$ cat config.mk
export PLATFORM = sky130hd
export DESIGN_NAME = serial_word_arbiter
export DESIGN_NICKNAME = d
export VERILOG_FILES = /design/src/rtl/serial_arb_pkg.sv /design/src/rtl/rr_arbiter.sv /design/src/rtl/serial_word_arbiter.sv
export SDC_FILE = /design/constraint.sdc
export NUM_CORES = 1
export LEC_CHECK = 0
export ABC_AREA = 1
export BUFFER_PORTS_ARGS = -buffer_cell sky130_fd_sc_hd__buf_2
export CORE_ASPECT_RATIO = 1.75
export CORE_MARGIN = 8
export CORE_UTILIZATION = 53
export DETAILED_ROUTE_END_ITERATION = 8
export PLACE_DENSITY = 0.74
export RECOVER_POWER = 100
export SYNTH_ARGS = -nofsm -noshare
export SYNTH_HDL_FRONTEND = slang
export SYNTH_HIERARCHICAL = 1
export SYNTH_SLANG_ARGS = --single-unit
export TNS_END_PERCENT = 100
$ cat constraint.sdc
create_clock -name clk -period 2.8 [get_ports clk]
set_input_delay 0.28 -clock clk [delete_from_list [all_inputs] [get_ports clk]]
set_output_delay 0.28 -clock clk [all_outputs]
set_load 0.01 [all_outputs]
$ cat src/rtl/serial_arb_pkg.sv
`default_nettype none
// ============================================================================
// Module   : serial_arb_pkg
// Brief    : Shared types and helpers for the serial word arbiter.
// Revision : 1.0 - initial release
// ============================================================================
package serial_arb_pkg;

  // FSM encoding for the word arbiter
  typedef enum logic [1:0] {
    ST_IDLE    = 2'd0,
    ST_COLLECT = 2'd1,
    ST_HOLD    = 2'd2
  } state_t;

  // Bit counter must be able to hold the value width itself
  function automatic int cnt_width(input int w);
    return $clog2(w + 1);
  endfunction

endpackage : serial_arb_pkg
`default_nettype wire

$ cat src/rtl/rr_arbiter.sv
`default_nettype none
// ============================================================================
// Module   : rr_arbiter
// Brief    : Combinational round-robin picker. Returns the first requester
//            at or after the priority pointer, wrapping round.
// Revision : 1.0 - initial release
// ============================================================================
module rr_arbiter #(
  parameter  int N_SRC = 4,
  localparam int SRC_W = $clog2(N_SRC)
) (
  input  logic [N_SRC-1:0] req,
  input  logic [SRC_W-1:0] ptr,
  output logic [N_SRC-1:0] winner,
  output logic [SRC_W-1:0] winner_idx,
  output logic             any_req
);

  localparam logic [SRC_W:0] c_n_src = (SRC_W+1)'(N_SRC);

  logic [SRC_W:0]   w_sum;
  logic [SRC_W-1:0] w_idx;
  logic             w_found;

  // Scan requesters starting at the pointer; the first hit wins
  always_comb begin
    winner     = '0;
    winner_idx = '0;
    w_found    = 1'b0;
    w_sum      = '0;
    w_idx      = '0;
    for (int i = 0; i < N_SRC; i++) begin
      w_sum = {1'b0, ptr} + (SRC_W+1)'(i);
      if (w_sum >= c_n_src) begin
        w_sum = w_sum - c_n_src;
      end
      w_idx = w_sum[SRC_W-1:0];
      if (!w_found && req[w_idx]) begin
        w_found       = 1'b1;
        winner_idx    = w_idx;
        winner[w_idx] = 1'b1;
      end
    end
  end

  assign any_req = |req;

endmodule : rr_arbiter
`default_nettype wire

$ cat src/rtl/serial_word_arbiter.sv
`default_nettype none
// ============================================================================
// Module   : serial_word_arbiter
// Brief    : Round-robin share of one serial-to-parallel word assembler
//            between N single-bit requesters. Bits arrive LSB-first; the
//            finished word is held on a valid/ready output with its source.
// Revision : 1.0 - initial release
// ============================================================================
module serial_word_arbiter
  import serial_arb_pkg::*;
#(
  parameter  int N_SRC = 4,
  parameter  int WIDTH = 8,
  localparam int SRC_W = $clog2(N_SRC)
) (
  input  logic             clk,
  input  logic             rst,
  input  logic [N_SRC-1:0] req,
  input  logic [N_SRC-1:0] serial_valid,
  input  logic [N_SRC-1:0] serial_data,
  output logic [N_SRC-1:0] grant,
  output logic             parallel_valid,
  output logic [WIDTH-1:0] parallel_data,
  output logic [SRC_W-1:0] parallel_src,
  input  logic             parallel_ready
);

  localparam int               CNT_W      = cnt_width(WIDTH);
  localparam logic [CNT_W-1:0] c_last_bit = CNT_W'(WIDTH - 1);
  localparam logic [SRC_W-1:0] c_last_src = SRC_W'(N_SRC - 1);

  state_t           r_state;
  logic [SRC_W-1:0] r_owner;
  logic [SRC_W-1:0] r_ptr;
  logic [CNT_W-1:0] r_cnt;
  logic [WIDTH-1:0] r_shift;
  logic [N_SRC-1:0] r_grant;
  logic             r_pvalid;
  logic [WIDTH-1:0] r_pdata;
  logic [SRC_W-1:0] r_psrc;

  logic [N_SRC-1:0] w_win_onehot;
  logic [SRC_W-1:0] w_win_idx;
  logic             w_any_req;
  logic             w_own_req;
  logic             w_own_valid;
  logic             w_own_data;
  logic             w_accept;
  logic             w_last;
  logic [WIDTH-1:0] w_shift_next;
  logic [SRC_W-1:0] w_ptr_next;

  rr_arbiter #(
    .N_SRC (N_SRC)
  ) u_rr_arbiter (
    .req        (req),
    .ptr        (r_ptr),
    .winner     (w_win_onehot),
    .winner_idx (w_win_idx),
    .any_req    (w_any_req)
  );

  // Only the owner's lane is looked at; other lanes never reach the shifter
  assign w_own_req   = req[r_owner];
  assign w_own_valid = serial_valid[r_owner];
  assign w_own_data  = serial_data[r_owner];

  assign w_accept = (r_state == ST_COLLECT) && w_own_valid;
  assign w_last   = w_accept && (r_cnt == c_last_bit);

  // The shifter is cleared at grant time, so each bit can simply be OR-ed in
  assign w_shift_next = r_shift | ({{(WIDTH-1){1'b0}}, w_own_data} << r_cnt);

  // Priority moves to the requester just after the one served
  assign w_ptr_next = (r_owner == c_last_src) ? '0 : r_owner + SRC_W'(1);

  // Word FSM: grant, collect LSB-first, then hold until the consumer takes it
  always_ff @(posedge clk or posedge rst) begin
    if (rst) begin
      r_state  <= ST_IDLE;
      r_owner  <= '0;
      r_ptr    <= '0;
      r_cnt    <= '0;
      r_shift  <= '0;
      r_grant  <= '0;
      r_pvalid <= 1'b0;
      r_pdata  <= '0;
      r_psrc   <= '0;
    end else begin
      case (r_state)
        ST_IDLE: begin
          if (w_any_req) begin
            r_owner <= w_win_idx;
            r_grant <= w_win_onehot;
            r_cnt   <= '0;
            r_shift <= '0;
            r_state <= ST_COLLECT;
          end
        end

        ST_COLLECT: begin
          // A final bit completes the word even if req drops in that cycle
          if (w_last) begin
            r_pdata  <= w_shift_next;
            r_psrc   <= r_owner;
            r_pvalid <= 1'b1;
            r_grant  <= '0;
            r_cnt    <= '0;
            r_state  <= ST_HOLD;
          end else if (!w_own_req) begin
            r_grant <= '0;
            r_cnt   <= '0;
            r_shift <= '0;
            r_ptr   <= w_ptr_next;
            r_state <= ST_IDLE;
          end else if (w_accept) begin
            r_shift <= w_shift_next;
            r_cnt   <= r_cnt + CNT_W'(1);
          end
        end

        ST_HOLD: begin
          if (parallel_ready) begin
            r_pvalid <= 1'b0;
            r_ptr    <= w_ptr_next;
            r_state  <= ST_IDLE;
          end
        end

        default: begin
          r_grant  <= '0;
          r_pvalid <= 1'b0;
          r_cnt    <= '0;
          r_state  <= ST_IDLE;
        end
      endcase
    end
  end

  assign grant          = r_grant;
  assign parallel_valid = r_pvalid;
  assign parallel_data  = r_pdata;
  assign parallel_src   = r_psrc;

endmodule : serial_word_arbiter
`default_nettype wire

==> impl_metrics.toml <==
[floorplanning]
initial_core_util = 0.5481
die_w_um = 65.29
rows = 31
dieArea_mm2 = 0.006677
ioPinCount = 30
coreArea_mm2 = 0.004111
die_h_um = 102.3

[synthesis]
synth_mux_area_frac = 0
ys.flop_type = "dfrtp_1"
synth.distinct_cells = 29
synth_top_family_by_area = "simple AND/OR/NAND/NOR gates"
synth_area_mm2 = 0.002253
yosys.area_share.simple = 0.3992
synth-xor-area-share = 0.007773
syn_avg_cell_area_um2 = 7.511
synth-compound-area-share = 0.08773
yosys_warnings = 6
synth_seq_cells = 33
synth_cells = 300
synth_adder_area_share = 0.03887
synth-async-reset-ratio = 1.000
synth.net_count = 322
seq_area_frac_synth = 0.3665
synth_edf_count = 0

[cells_and_area]
area_growth_pct = 9.883
multi_input_area_mm2 = 0.001162
fill_cells = 410
final_cell_area_mm2 = 0.002476
drive_gt1_frac = 0.1377
n_antenna_cell = 0
register_area_um2 = 825.8
nets = 355

[clock_tree]
postCtsResizedCells = 0
cts-root-buf = "clkbuf_8"
cts-htree-levels = 2
path_clk_slew_ns = 0.07
cts_hold_buf = 0
cts_tree = "yes"
cts_setup_buffers = 0
insertion_delay_ns = 0.29
cts_made_buffers = 5
cts_sinks = 33
clockBufferDepth = 2

[route]
drc = 0
routed_wl_um = 5221
drtIter0Drc = 75
post_drt_wl_per_cell_um = 13.63
routed_via_density = 5.264
ant_nets = 0
detail_route.first_pass.iterations = 4
vias = 2016

[timing]
fin_crit_sh = 0.8132
slew_headroom = -0.1807
worst_slack_ns = 0.5232
hold_viol = 0
slew_violations = 34
finalSetupTns_ns = 0
finClkSkew_ns = 0.004657
rsz0062_at_grt = "false"
fmax_mhz = 439.2
min_period_ns = 2.277
tightest_slew_ns = 1.771
fin_hold_ws_ns = 0.2998
setup_viol_count_final = 0

[power]
power_mw = 2.377
p_per_area_mw_per_mm2 = 960.0
leakagePower_nw = 1.334
ir_drop_mv = 0.7126

[global_route]
grt_pass1_wl_um = 9059
grt_pass1_vias = 2129
grt-ovfl-total = 0
antenna_found_initial = 0
grt_max_degree = 34
grt_usage = 0.1719

[critical_path]
crit_path_end = "grant[3]"
worstSetupStartpoint = "r_cnt[1]"
cp-end-kind = "flop"
critPathLaunchType = "flop"
cp.required_ns = 2.96
r2r_end = "grant[3]"
reg2reg_slack_ns = 0.52
cp.arrival_ns = 2.44
crit_fanout = 21
reg2reg_depth = 8
criticalPathCategory = "flop to flop"
r2r-start = "r_cnt[1]"

[worst_hold_path]
worstHoldPathCells = 4
min_path_type = "input port to flop"

[placed_design]
routabilityCongestion = 0.8698
place_area_mm2 = 0.002422
port_buffers = 29
hpwl_um = 4176
dp_worst_setup_slack_ns = 0.7661

[run_status]
status = "complete, but fails checks"
violations = "capacitance limit, slew limit"

[flow_run]
cap_violations = 1
-- power by group --
part / switching, mW / internal [mW]
Combinational: 0.823 / 0.423
Sequential: 0.118 / 0.553
Clock: 0.170 / 0.290
Total: 1.11 / 1.27
-- critical path, cell delays in order, from the launching register on --
cell and delay, ns:
dfrtp_1 0.47, ha_1 0.24, nand3_1 0.09, nor2_1 0.11, nand3_1 0.55, nand2_1 0.29, nand2_1 0.20, nand2_1 0.11
o21ai_0 0.09
-- synth_stat cells (2+ instances only) --
| master | n | share of area |
|---|---|---|
| a21boi_0 | 4 | 0.013 |
| buf_6 | 4 | 0.020 |
| inv_2 | 4 | 0.0067 |
| dfrtp_1 | 33 | 0.37 |
| inv_1 | 33 | 0.055 |
| nand2_1 | 98 | 0.16 |
| o21ai_0 | 5 | 0.011 |
| nand2_2 | 9 | 0.025 |
| ha_1 | 7 | 0.039 |
| o21ai_1 | 10 | 0.022 |
| nand3_2 | 4 | 0.018 |
| o21bai_1 | 5 | 0.017 |
| nand2_4 | 5 | 0.025 |
| xor2_1 | 2 | 0.0078 |
| inv_4 | 2 | 0.0056 |
| nand4_1 | 4 | 0.011 |
| nor2_1 | 13 | 0.022 |
| nand3_1 | 36 | 0.080 |
| nand2_8 | 2 | 0.018 |
| a21oi_1 | 11 | 0.024 |
-- flip-flops by register name, summed over array words and instances, names as in the netlist --
register,count
parallel_valid,1
r_owner,2
r_cnt,4
grant,4
r_shift,8
parallel_src,2
r_ptr,2
parallel_data,8
r_state,2
-- worst min-delay path by stage --
stage,from,end
floorplan,rst,grant[0]
global placement,rst,parallel_data[6]
CTS,rst,parallel_data[0]
finish,parallel_ready,r_state[1]
detailed placement,rst,parallel_data[0]
global route,parallel_ready,r_state[1]
-- per-stage QoR --
step                  util  std cells
finish              0.6023        383
global placement    0.5892        375
floorplan                -        300
global route        0.6023        383
detailed placement  0.5892        375
CTS                 0.6175        383
-- kinds of logic (layout without fill, tap and decap cells) --
| logic type | after synthesis | after routing |
|---|---|---|
| flip-flops | 33 | 33 |
| AO/OA/AOI/OAI | 35 | 35 |
| AND/OR/NAND/NOR | 178 | 178 |
| adder cells (fa/ha/maj) | 7 | 7 |
| buffers and inverters | 45 | 79 |
| XOR/XNOR | 2 | 2 |
-- per-layer routing --
metal,part of all wire,track usage,vias up
li1,-,-,1018
met1,0.34,0.1423,951
met2,0.59,0.3496,35
met3,0.024,0.02964,12
met4,0.045,0.1081,0
met5,0,0,-
-- cells in the final DEF (no fill, tap or decap), types with 4 or more instances in the layout --
cell      netlist  layout
a21boi_0        4       4
a21oi_1        11      11
buf_2           0      14
clkbuf_1        0      17
clkbuf_8        0       6
dfrtp_1        33      33
ha_1            7       7
inv_1          33      35
nand2_1        98     102
nand2_2         9       7
nand3_1        36      37
nand4_1         4       5
nor2_1         13      13
o21ai_0         5      12
o21bai_1        5       5
-- area by class of cell --
type | count | share of cell area
multi-input cells | 222 | 0.4694
flip-flops and latches | 33 | 0.3335
inverters | 41 | 0.07276
clock buffers | 7 | 0.03487
well taps | 49 | 0.02476
repair buffers | 30 | 0.05255
clock inverters | 1 | 0.01213
Power figures use the tool's default switching activity.
